## src/rtl/nn_pkg.sv

```systemverilog
// Shared definitions for the neural-network layer family: activation selectors,
// the layer FSM encoding and small arithmetic helpers used at elaboration and in datapaths.
package nn_pkg;

  localparam int ACT_IDENTITY = 0;
  localparam int ACT_HARDTANH = 1;
  localparam int ACT_RELU     = 2;

  typedef enum logic [1:0] {
    S_IDLE = 2'd0,
    S_MAC  = 2'd1,
    S_BIAS = 2'd2,
    S_DONE = 2'd3
  } state_e;

  // Ceiling log2; clog2(1) is 0.
  function automatic int clog2(input int n);
    int r;
    r = 0;
    while ((1 << r) < n) r++;
    return r;
  endfunction

  // Clamp a signed value to the range representable in 'width' signed bits.
  function automatic longint sat_narrow(input longint value, input int width);
    longint hi;
    longint lo;
    hi = (longint'(1) <<< (width - 1)) - 1;
    lo = -(longint'(1) <<< (width - 1));
    if (value > hi) return hi;
    if (value < lo) return lo;
    return value;
  endfunction

endpackage

```

## src/rtl/nn_activation.sv

```systemverilog
// Combinational activation stage for fixed-point layers: identity, hard-tanh
// (clamp to +/-1.0 in the Q format) or ReLU, chosen at elaboration time.
module nn_activation
  import nn_pkg::*;
#(
  parameter int DW       = 8,
  parameter int FRAC     = 4,
  parameter int ACT_MODE = ACT_HARDTANH
) (
  input  logic signed [DW-1:0] z_i,
  output logic signed [DW-1:0] a_o
);

  localparam logic signed [DW-1:0] ONE     = DW'(1 <<< FRAC);
  localparam logic signed [DW-1:0] NEG_ONE = -ONE;

  always_comb begin
    // NOTE: a_o is given a value before the case so every path assigns it; a
    // combinational output left unassigned on some path would infer a latch.
    a_o = z_i;
    case (ACT_MODE)
      ACT_HARDTANH: begin
        if (z_i > ONE)          a_o = ONE;
        else if (z_i < NEG_ONE) a_o = NEG_ONE;
      end
      ACT_RELU: begin
        if (z_i < 0) a_o = '0;
      end
      default: ;
    endcase
  end

endmodule

```

## src/rtl/nn_dense_layer.sv

```systemverilog
// Fully-connected layer: N_OUT neurons over N_IN fixed-point inputs, one MAC per
// clock through a shared multiplier, runtime-writable coefficients, req/ack handshake.
module nn_dense_layer
  import nn_pkg::*;
#(
  parameter  int DW       = 8,
  parameter  int FRAC     = 4,
  parameter  int N_IN     = 2,
  parameter  int N_OUT    = 4,
  parameter  int ACT_MODE = 1,
  localparam int ACC_W    = 2*DW + clog2(N_IN+1) + 1,
  localparam int CA_W     = clog2(N_OUT*(N_IN+1))
) (
  input  logic                clk,
  input  logic                rst,
  input  logic                req,
  input  logic [N_IN*DW-1:0]  x_flat,
  output logic                ack,
  output logic                busy,
  output logic [N_OUT*DW-1:0] y_flat,
  input  logic                cfg_we,
  input  logic [CA_W-1:0]     cfg_addr,
  input  logic [DW-1:0]       cfg_wdata,
  output logic                cfg_err
);

  localparam int N_COEF = N_OUT * (N_IN + 1);
  localparam int OW     = (N_OUT > 1) ? clog2(N_OUT) : 1;
  localparam int IW     = (N_IN > 1) ? clog2(N_IN) : 1;

  state_e state_q, state_d;

  logic signed [DW-1:0]    coef_q [N_COEF];
  logic signed [DW-1:0]    x_q    [N_IN];
  logic signed [DW-1:0]    y_q    [N_OUT];
  logic signed [ACC_W-1:0] acc_q;
  logic [OW-1:0]           o_q;
  logic [IW-1:0]           i_q;
  logic [CA_W-1:0]         cidx_q;
  logic                    ack_q;
  logic                    cfg_err_q;

  logic                    busy_w;
  logic                    i_last;
  logic                    o_last;
  logic                    addr_ok;
  logic                    cfg_accept;
  logic signed [DW-1:0]    coef_cur;
  logic signed [DW-1:0]    x_cur;
  logic signed [2*DW-1:0]  prod;
  logic signed [ACC_W-1:0] acc_mac;
  logic signed [ACC_W-1:0] bias_term;
  logic signed [ACC_W-1:0] s_sum;
  logic signed [ACC_W-1:0] z_wide;
  logic signed [DW-1:0]    z_sat;
  logic signed [DW-1:0]    act_a;

  assign busy_w     = (state_q == S_MAC) || (state_q == S_BIAS);
  assign i_last     = (i_q == IW'(N_IN - 1));
  assign o_last     = (o_q == OW'(N_OUT - 1));
  assign addr_ok    = int'(cfg_addr) < N_COEF;
  assign cfg_accept = cfg_we && addr_ok && !busy_w;

  // ---------------------------------------------------------------------------
  // Control FSM
  // ---------------------------------------------------------------------------
  always_ff @(posedge clk or posedge rst) begin
    if (rst) state_q <= S_IDLE;
    else     state_q <= state_d;
  end

  always_comb begin
    state_d = state_q;
    case (state_q)
      S_IDLE: if (req)    state_d = S_MAC;
      S_MAC:  if (i_last) state_d = S_BIAS;
      S_BIAS: state_d = o_last ? S_DONE : S_MAC;
      S_DONE: if (!req)   state_d = S_IDLE;
      default:            state_d = S_IDLE;
    endcase
  end

  // ---------------------------------------------------------------------------
  // Coefficient register file; layout per neuron is w[0..N_IN-1] then bias.
  // ---------------------------------------------------------------------------
  always_ff @(posedge clk or posedge rst) begin
    if (rst) begin
      // NOTE: the coefficient file is cleared by reset like ordinary state, so a
      // reset layer computes zeros until reprogrammed; this rules out RAM macros.
      for (int k = 0; k < N_COEF; k++) coef_q[k] <= '0;
    end else if (cfg_accept) begin
      coef_q[cfg_addr] <= cfg_wdata;
    end
  end

  // ---------------------------------------------------------------------------
  // Datapath. The coefficient walk is strictly sequential (weights then bias,
  // neuron by neuron), so one running index addresses the file.
  // ---------------------------------------------------------------------------
  assign coef_cur  = coef_q[cidx_q];
  assign x_cur     = x_q[i_q];
  assign prod      = (2*DW)'(coef_cur) * (2*DW)'(x_cur);
  assign acc_mac   = acc_q + ACC_W'(prod);
  assign bias_term = ACC_W'(coef_cur) <<< FRAC;
  assign s_sum     = acc_q + bias_term;
  assign z_wide    = s_sum >>> FRAC;
  assign z_sat     = DW'(sat_narrow(longint'(z_wide), DW));

  nn_activation #(
    .DW       (DW),
    .FRAC     (FRAC),
    .ACT_MODE (ACT_MODE)
  ) u_act (
    .z_i (z_sat),
    .a_o (act_a)
  );

  always_ff @(posedge clk or posedge rst) begin
    if (rst) begin
      for (int k = 0; k < N_IN; k++)  x_q[k] <= '0;
      for (int k = 0; k < N_OUT; k++) y_q[k] <= '0;
      acc_q  <= '0;
      o_q    <= '0;
      i_q    <= '0;
      cidx_q <= '0;
    end else begin
      // NOTE: sequential state uses non-blocking assignments so every register
      // samples pre-edge values regardless of statement order.
      case (state_q)
        S_IDLE: begin
          if (req) begin
            for (int k = 0; k < N_IN; k++) x_q[k] <= x_flat[k*DW +: DW];
            acc_q  <= '0;
            o_q    <= '0;
            i_q    <= '0;
            cidx_q <= '0;
          end
        end
        S_MAC: begin
          acc_q  <= acc_mac;
          i_q    <= i_q + 1'b1;
          cidx_q <= cidx_q + 1'b1;
        end
        S_BIAS: begin
          y_q[o_q] <= act_a;
          acc_q    <= '0;
          i_q      <= '0;
          cidx_q   <= cidx_q + 1'b1;
          if (!o_last) o_q <= o_q + 1'b1;
        end
        default: ;
      endcase
    end
  end

  // ack rises one edge after DONE is entered and drops on the edge that sees req low.
  always_ff @(posedge clk or posedge rst) begin
    if (rst) begin
      ack_q     <= 1'b0;
      cfg_err_q <= 1'b0;
    end else begin
      ack_q     <= (state_q == S_DONE) && req;
      cfg_err_q <= cfg_we && (busy_w || !addr_ok);
    end
  end

  assign ack     = ack_q;
  assign busy    = busy_w;
  assign cfg_err = cfg_err_q;

  for (genvar g = 0; g < N_OUT; g++) begin : g_y
    assign y_flat[g*DW +: DW] = y_q[g];
  end

endmodule

```

## config.mk

```make
export PLATFORM = sky130hd
export DESIGN_NAME = nn_dense_layer
export DESIGN_NICKNAME = d
export VERILOG_FILES = /design/src/rtl/nn_pkg.sv /design/src/rtl/nn_activation.sv /design/src/rtl/nn_dense_layer.sv
export SDC_FILE = /design/constraint.sdc
export NUM_CORES = 1
export LEC_CHECK = 0
export ABC_AREA = 1
export CORE_MARGIN = 1
export CORE_UTILIZATION = 55
export CTS_CLUSTER_DIAMETER = 100
export CTS_CLUSTER_SIZE = 28
export DETAILED_ROUTE_END_ITERATION = 7
export PLACE_DENSITY = 0.74
export SYNTH_ARGS = -nofsm -noshare
export SYNTH_HDL_FRONTEND = slang
export SYNTH_SLANG_ARGS = --single-unit
```

## constraint.sdc

```tcl
create_clock -name clk -period 14.6 [get_ports clk]
set_input_delay 2.92 -clock clk [delete_from_list [all_inputs] [get_ports clk]]
set_output_delay 2.92 -clock clk [all_outputs]
set_load 0.05 [all_outputs]
```

==> flow_metrics.env, run 1 <==
export IMPL_maxSlewViolCount=0
export IMPL_clockRootBuffer="clkbuf_16"
export IMPL_fin_crit_sh_pct=52.06
export IMPL_drive_above_1_share_pct=4.368
export IMPL_critical_path_class="reg2reg"
export IMPL_pin_count=67
export IMPL_viasPerCell=5.408
export IMPL_crit_path_top_delay_cell="nor2_1"
export IMPL_clk_latency_ns=0.45
export IMPL_syn_area_per_cell_um2=8.198
export IMPL_vias=9658
export IMPL_grt_max_degree=104
export IMPL_synth_ff_type="dfrtp_1"
export IMPL_ys_async_sr_fraction_pct=100.0
export IMPL_io_buffers=66
export IMPL_core_area_um2=21150
export IMPL_layout_nets=1683
export IMPL_detail_route_wl_per_cell_um=15.47
export IMPL_drt_iter0_markers=669
export IMPL_cpPeakStageDelay_ns=0.87
export IMPL_grt_pass1_wl_mm=46.92
export IMPL_fmax_ghz=0.1316
export IMPL_dp_hpwl_mm=20.14
export IMPL_seq_area_frac_synth_pct=36.48
export IMPL_dieArea_um2=22300
export IMPL_synth_largest_area_cell="dfrtp_1"
export IMPL_syn_num_nets=1641
export IMPL_overflow=0
export IMPL_clock_sinks=174
export IMPL_critPathMaxFanout=58
export IMPL_syn_inst=1456
export IMPL_synth_seq_cells=174
export IMPL_hold_buffers=0
export IMPL_post_cts_buffers=0
export IMPL_cp_data_required_time_ns=14.92
export IMPL_path_clk_slew_ns=0.08
export IMPL_row_count=53
export IMPL_cts_made_buffers=17
export IMPL_routed_wl_mm=27.63
export IMPL_outcome="finished clean"
export IMPL_die_h_um=149.3
export IMPL_grt_pass1_vias=9551
export IMPL_postRouteAntennaNets=0
export IMPL_finClkSkew_ns=0.02144
export IMPL_grt_use_total_pct=26.92
export IMPL_cts_resized_gates=0
export IMPL_yosysWarningCount=0
export IMPL_cp_data_arrival_time_ns=7.92
export IMPL_synth_top_area_share_pct=36.48
export IMPL_place_gp_congestion=0.8732
export IMPL_tns_ns=0
export IMPL_cts_tree="built"
export IMPL_crit_path_start_kind="flop"
export IMPL_firstDrtPassIters=7
export IMPL_synth_area_leaders="dfrtp_1, fa_1, nand2_1"
export IMPL_die_x_um=149.3
export IMPL_diodes=0
export IMPL_drc=0
export IMPL_rsz0062_at_grt="false"
export IMPL_ys_types=45
export IMPL_antenna_found_initial=0
export IMPL_setup_viol=0
export IMPL_hold_class="reg2reg"
export IMPL_relSlewSlack_pct=23.93
export IMPL_h_tree_depth=4
export IMPL_clock_path_buffers=2
export IMPL_syn_cell_area_um2=11940
export IMPL_hold_viol=0
export IMPL_tightest_slew_ns=1.137
export IMPL_end_kind="flop"
export IMPL_cap_violations=0
export IMPL_area_delta_synth_final_pct=12.36
export IMPL_initial_utilization_pct=56.43
export IMPL_synth_edf_count=0
export IMPL_min_period_ns=7.601
-- worst max-delay path: cells and delay by family (launching register included) --
kind	cells	cell delay, ns
fa+ha+maj	6	2.91
simple gates	12	2.04
compound gates	6	1.08
buf+inv	6	1.08
flops	1	0.39
-- stage by stage --
| step | util (%) | hold WS, ns | std cells | cell area (µm²) | worst slack (ns) |
|---|---|---|---|---|---|
| global route | 63.40 | 0.5071 | 1786 | 13410 | 6.346 |
| finish | 63.40 | 0.4836 | 1786 | 13410 | 6.999 |
| CTS | 63.40 | 0.4853 | 1786 | 13410 | 7.024 |
| detailed placement | 60.43 | 0.4652 | 1754 | 12780 | 7.033 |
| global placement | 60.43 | 0.4583 | 1754 | 12780 | 7.303 |
| floorplan | - | 0.4436 | 1456 | 11940 | 6.963 |
-- sequential cells by signal, summed over array words and instances, names as in the netlist --
name and count:
coef_q 96, y_flat 32, acc_q 19, x_q 16, cidx_q 4, o_q 2, state_q 2, ack 1
cfg_err 1, i_last 1
-- layout make-up --
| cell class | count | area (µm²) |
|---|---|---|
| clock inverter | 15 | 202.7 |
| tap | 275 | 344.1 |
| sequential | 174 | 4354 |
| timing repair buffer | 73 | 713.2 |
| inverter | 208 | 790.8 |
| multi-input combinational | 1024 | 6581 |
| clock buffer | 17 | 425.4 |
| fill | 1876 | 7742 |
-- Yosys cell counts (3+ instances only) --
library cell and number:
nand2_1 373, inv_1 203, o21ai_0 181, dfrtp_1 174, nor2_1 125, fa_1 85, ha_1 68, nand3_1 50
clkbuf_1 44, a21oi_1 38, o22ai_1 12, o21ai_1 10, xnor2_1 10, o211ai_1 8, o221ai_1 7, xor2_1 7
nand4_1 6, a21oi_2 4, nor3_1 4, a31oi_1 3, inv_2 3, nand2_2 3, nand3_2 3, nand3b_1 3
o31ai_1 3, or2_2 3
-- per-layer routing --
layer / vias up / share of wire [%] / global-route usage [%]
met4: 0 / 2.1 / 9.031
met5: - / 0 / 0
met2: 252 / 48 / 44.60
li1: 4703 / - / -
met1: 4655 / 45 / 36.22
met3: 48 / 5.0 / 4.067
-- path summary, 6_finish.rpt --
kind,cells past startpoint,slack (ns),startpoint,end
worst max-delay path,30,7.00,cidx_q[0],acc_q[16]
worst min-delay path,2,0.48,x_q[9],x_q[9]
worst max register to register,30,7.00,cidx_q[0],acc_q[16]
worst min register to register,2,0.48,x_q[9],x_q[9]
max in group asynchronous,3,10.07,rst,coef_q[95]
min in group asynchronous,2,3.03,rst,y_flat[13]
-- cell usage in the layout, fill, tap and decap left out, drive strengths merged --
master         count
nor2             128
o221ai             7
nand3b             4
o21bai             2
buf                7
a21oi             42
o21ai            191
a22o               1
o22ai             12
o2111ai            1
clkinvlp           1
xnor2             10
fa                85
clkdlybuf4s50     66
o31ai              3
clkbuf            17
a21boi             1
dfrtp            174
ha                68
xor2               7
o211ai             9
nand2            379
and2               2
inv              215
nor3               4
a31oi              3
a32o               2
clkinv             7
or2                3
nand3             54
nand4              6
-- cell families after synthesis --
logic type,synth area share [%]
and+or+nand+nor,20.01
AOI/OAI and AO/OA,12.49
buffers and inverters,8.386
DFF,36.48
adders and majority gates,21.38
xor gates and xnor gates,1.247
Power of run 1 is left out: the tool's default activity adds up to more than one toggle a clock period on the data nets, which glitch-free logic cannot reach.
==> inputs of run 2 (changes only) <==
Settings changed: PLACE_DENSITY 0.74 to 0.77.
Clock period 14.6 ns to 6.7 ns, I/O delays scaled along.
==> run 2 against run 1 <==
  * Sequential share of layout area down 0.26 points
  * Global-route usage rose by 1.1 points
  * Hold slack got worse by 0.0036 ns
  * Register-to-register slack got worse by 6.6 ns
  * Cell count rose by 0.78%
  * Critical path type unchanged
  * Critical endpoint unchanged
  * Highest routed layer unchanged
==> flow_metrics.env, run 2 (synthesis gave the netlist of run 1 again) <==
export IMPL_outcome="finished clean"
export IMPL_drt_iter0_markers=834
export IMPL_finClkSkew_ns=0.01651
export IMPL_setup_viol=0
export IMPL_grt_pass1_vias=9755
export IMPL_crit_path_start_kind="flop"
export IMPL_row_count=53
export IMPL_overflow=0
export IMPL_path_clk_slew_ns=0.08
export IMPL_routed_wl_mm=29.51
export IMPL_crit_path_top_delay_cell="fa_1"
export IMPL_place_ws_ns=0.2626
export IMPL_pin_count=67
export IMPL_hold_viol=0
export IMPL_detail_route_wl_per_cell_um=16.40
export IMPL_fmax_ghz=0.1583
export IMPL_die_x_um=149.3
export IMPL_worst_slack_ns=0.3812
export IMPL_dp_hpwl_mm=22.01
export IMPL_cp_data_required_time_ns=7.05
export IMPL_tns_ns=0
export IMPL_viasPerCell=5.564
export IMPL_drc=0
export IMPL_cpPeakStageDelay_ns=0.55
export IMPL_drive_above_1_share_pct=5.508
export IMPL_grt_max_degree=71
export IMPL_final_util_pct=63.93
export IMPL_critical_path_class="reg2reg"
export IMPL_clock_path_buffers=2
export IMPL_regMostFlops="coef_q"
export IMPL_vias=10020
export IMPL_path_buf_inv=6
export IMPL_core_area_um2=21150
export IMPL_min_period_ns=6.319
export IMPL_end_kind="flop"
export IMPL_cp_data_arrival_time_ns=6.67
export IMPL_grt_pass1_wl_mm=48.59
export IMPL_io_buffers=66
export IMPL_clk_latency_ns=0.44
export IMPL_hold_buffers=0
export IMPL_largest_reg_flops=96
export IMPL_grt_use_total_pct=28.05
export IMPL_diodes=0
export IMPL_cpLargestDelayFamily="adder cells"
export IMPL_critPathMaxFanout=19
export IMPL_die_h_um=149.3
export IMPL_layout_nets=1697
export IMPL_antenna_found_initial=0
export IMPL_tightest_slew_ns=1.041
export IMPL_area_delta_synth_final_pct=13.30
export IMPL_maxSlewViolCount=0
export IMPL_postRouteAntennaNets=0
export IMPL_cts_made_buffers=17
export IMPL_clock_sinks=174
export IMPL_most_common_layout_cells="nand2_1, inv_1, o21ai_0"
export IMPL_relSlewSlack_pct=30.35
export IMPL_reg2reg_setup_slack_ns=0.38
export IMPL_firstDrtPassIters=7
export IMPL_hold_slack_ns=0.4801
export IMPL_cap_violations=0
export IMPL_clockRootBuffer="clkbuf_16"
export IMPL_cts_tree="built"
export IMPL_h_tree_depth=4
export IMPL_initial_utilization_pct=56.43
export IMPL_fin_crit_sh_pct=94.31
export IMPL_dieArea_um2=22300
export IMPL_hold_class="reg2reg"
export IMPL_place_gp_congestion=0.9480
export IMPL_layout_commonest_cell="nand2_1"
run 2: cell types whose count changed in the layout (fill, tap and decap cells not counted), sizes merged:
cell    before  now
clkbuf      17   18
clkinv       7    9
buf          7   21
inv        215  212
run 2: metrics by stage:
| step | cell area [µm²] | std cells |
|---|---|---|
| floorplan | 11940 | 1456 |
| global placement | 12890 | 1768 |
| detailed placement | 12890 | 1768 |
| CTS | 13500 | 1800 |
| global route | 13520 | 1800 |
| finish | 13520 | 1800 |
run 2: final cells by class:
cell class                      instances  area [µm²]
Tap cell                              275       344.1
Clock buffer                           18       439.2
Timing Repair Buffer                   87       829.5
Multi-Input combinational cell       1024        6594
Inverter                              208       794.5
Clock inverter                         14       167.7
Sequential cell                       174        4355
Fill cell                            1767        7630
run 2: worst paths after layout:
check	start	end	cells after the start
hold reg to reg	x_q[8]	x_q[8]	2
min in group asynchronous	rst	y_flat[6]	2
hold / removal	x_q[8]	x_q[8]	2
max in group asynchronous	rst	x_q[6]	3
setup / recovery	cidx_q[1]	acc_q[16]	31
setup reg to reg	cidx_q[1]	acc_q[16]	31
run 2: worst reg2reg max path: cells and delay by family (launching register included):
| family | cells | cell delay (ns) |
|---|---|---|
| fa+ha+maj | 6 | 2.86 |
| simple gates | 13 | 1.41 |
| compound gates | 6 | 0.80 |
| buf+inv | 6 | 0.63 |
| flops | 1 | 0.51 |
run 2: what timing repair did:
action | 4_1_cts | 5_1_grt
setup buffers | 0 | 0
hold endpoints to repair | 0 | 0
setup endpoints to repair | 0 | 3
gates resized for setup | 0 | 11
run 2: layer usage:
metal | share of wire [%] | vias up | global-route usage, %
met4 | 2.7 | 0 | 10.51
met3 | 7.6 | 64 | 5.199
met1 | 42 | 4793 | 37.28
met5 | 0 | - | 0
met2 | 47 | 418 | 45.72
li1 | - | 4740 | -
Power of run 2 is left out for the same reason.
==> inputs of run 3 (changes only) <==
Settings changed: GPL_ROUTABILITY_DRIVEN set to 0.
==> run 3 against run 2 <==
  * Setup slack worse by 0.039 ns
  * Utilization is 0.089 points higher
  * Sequential share of layout area hardly changed
  * Critical path type unchanged
==> flow_metrics.env, run 3 (synthesis gave the netlist of run 1 again) <==
export IMPL_hold_viol=0
export IMPL_fmax_ghz=0.1573
export IMPL_row_count=53
export IMPL_antenna_found_initial=0
export IMPL_regMostFlops="coef_q"
export IMPL_overflow=0
export IMPL_io_buffers=66
export IMPL_grt_use_total_pct=27.76
export IMPL_vias=9862
export IMPL_critPathMaxFanout=21
export IMPL_cp_data_arrival_time_ns=6.68
export IMPL_postRouteAntennaNets=0
export IMPL_cp_data_required_time_ns=7.02
export IMPL_detail_route_wl_per_cell_um=16.12
export IMPL_die_h_um=149.3
export IMPL_setup_viol=0
export IMPL_hold_class="reg2reg"
export IMPL_reg2reg_to="acc_q[14]"
export IMPL_tightest_slew_ns=1.005
export IMPL_finClkSkew_ns=0.01376
export IMPL_clock_path_buffers=2
export IMPL_min_period_ns=6.358
export IMPL_critical_path_class="reg2reg"
export IMPL_layout_nets=1697
export IMPL_relSlewSlack_pct=32.77
export IMPL_clock_sinks=174
export IMPL_outcome="finished clean"
export IMPL_cpMostUsedCell="fa_1"
export IMPL_initial_utilization_pct=56.43
export IMPL_layout_commonest_cell="nand2_1"
export IMPL_rsz0062_at_grt="false"
export IMPL_diodes=0
export IMPL_tns_ns=0
export IMPL_die_x_um=149.3
export IMPL_min_to="x_q[2]"
export IMPL_fin_area_um2=13540
export IMPL_worstHoldStart="x_q[2]"
export IMPL_placedCellCount=1767
export IMPL_reg2regPathDepth=30
export IMPL_hold_buffers=0
export IMPL_dpl_cell_area_um2=12890
export IMPL_grt_max_degree=76
export IMPL_pin_count=67
export IMPL_most_common_layout_cells="nand2_1, inv_1, o21ai_0"
export IMPL_h_tree_depth=4
export IMPL_cts_tree="built"
export IMPL_clockRootBuffer="clkbuf_16"
export IMPL_grt_pass1_vias=9702
export IMPL_fin_crit_sh_pct=94.89
export IMPL_core_area_um2=21150
export IMPL_cap_violations=0
export IMPL_grt_pass1_wl_mm=47.87
export IMPL_final_util_pct=64.02
export IMPL_drc=0
export IMPL_cpPeakStageDelay_ns=0.55
export IMPL_largest_reg_flops=96
export IMPL_viasPerCell=5.479
export IMPL_clk_latency_ns=0.44
export IMPL_reg2reg_setup_slack_ns=0.34
export IMPL_firstDrtPassIters=5
export IMPL_drt_iter0_markers=626
export IMPL_path_clk_slew_ns=0.07
export IMPL_crit_path_start_kind="flop"
export IMPL_crit_path_top_delay_cell="fa_1"
export IMPL_drive_above_1_share_pct=5.639
export IMPL_rr_startpoint="cidx_q[0]"
export IMPL_end_kind="flop"
export IMPL_routed_wl_mm=29.02
export IMPL_maxSlewViolCount=0
export IMPL_fin_cells=1800
export IMPL_dp_hpwl_mm=21.70
export IMPL_area_delta_synth_final_pct=13.46
export IMPL_hold_depth=2
export IMPL_dieArea_um2=22300
export IMPL_cts_made_buffers=17
## run 3: changes by cell type in the layout (fill, tap and decap cells not counted), moves of 2 or more
cell / delta
nand2_1: -3
nand2_2: +3
clkinv_2: -2
clkinv_4: +2
clkinv_8: -2
inv_6: +2
## run 3: metal layers
metal  track usage [%]  part of all wire [%]
met5                 0                     0
met2             44.72                    48
met3             5.688                   7.0
met1             36.95                    43
met4             10.56                   2.2
## run 3: worst max path at each step
stage,slack (ns),cells after the start,to,from
2_1_floorplan,0.40,30,acc_q[14],cidx_q[0]
3_3_place_gp,0.33,30,acc_q[16],cidx_q[0]
3_5_place_dp,0.21,30,acc_q[16],cidx_q[0]
4_1_cts,0.17,30,acc_q[16],cidx_q[0]
5_1_grt,0.05,31,acc_q[16],cidx_q[0]
6_report,0.34,30,acc_q[14],cidx_q[0]
## run 3: repair_timing
item                                    in CTS  in global routing
setup buffers                                0                  1
hold endpoints to repair                     0                  0
gates resized for setup                      0                 16
endpoints found under the setup margin       0                  3
## run 3: cell type report
class / count / area, µm²
sequential: 174 / 4355
inverter: 208 / 798.3
tap: 275 / 344.1
clock buffer: 19 / 452.9
multi-input combinational: 1024 / 6605
fill: 1776 / 7611
timing repair buffer: 87 / 842.1
clock inverter: 13 / 145.1
## run 3: critical path, delay by kind of cell, from the launching register on
family          cells  cell delay, ns
fa+ha+maj           6            2.90
simple gates       11            1.40
compound gates      7            0.98
buf+inv             6            0.53
flops               1            0.42
## run 3: per-stage QoR
step,worst slack (ns),hold slack (ns)
6_report,0.3425,0.4789
5_1_grt,0.04570,0.5051
4_1_cts,0.1674,0.4803
3_5_place_dp,0.2072,0.4600
3_3_place_gp,0.3309,0.4613
2_1_floorplan,0.3958,0.4436
Power of run 3 is left out for the same reason.
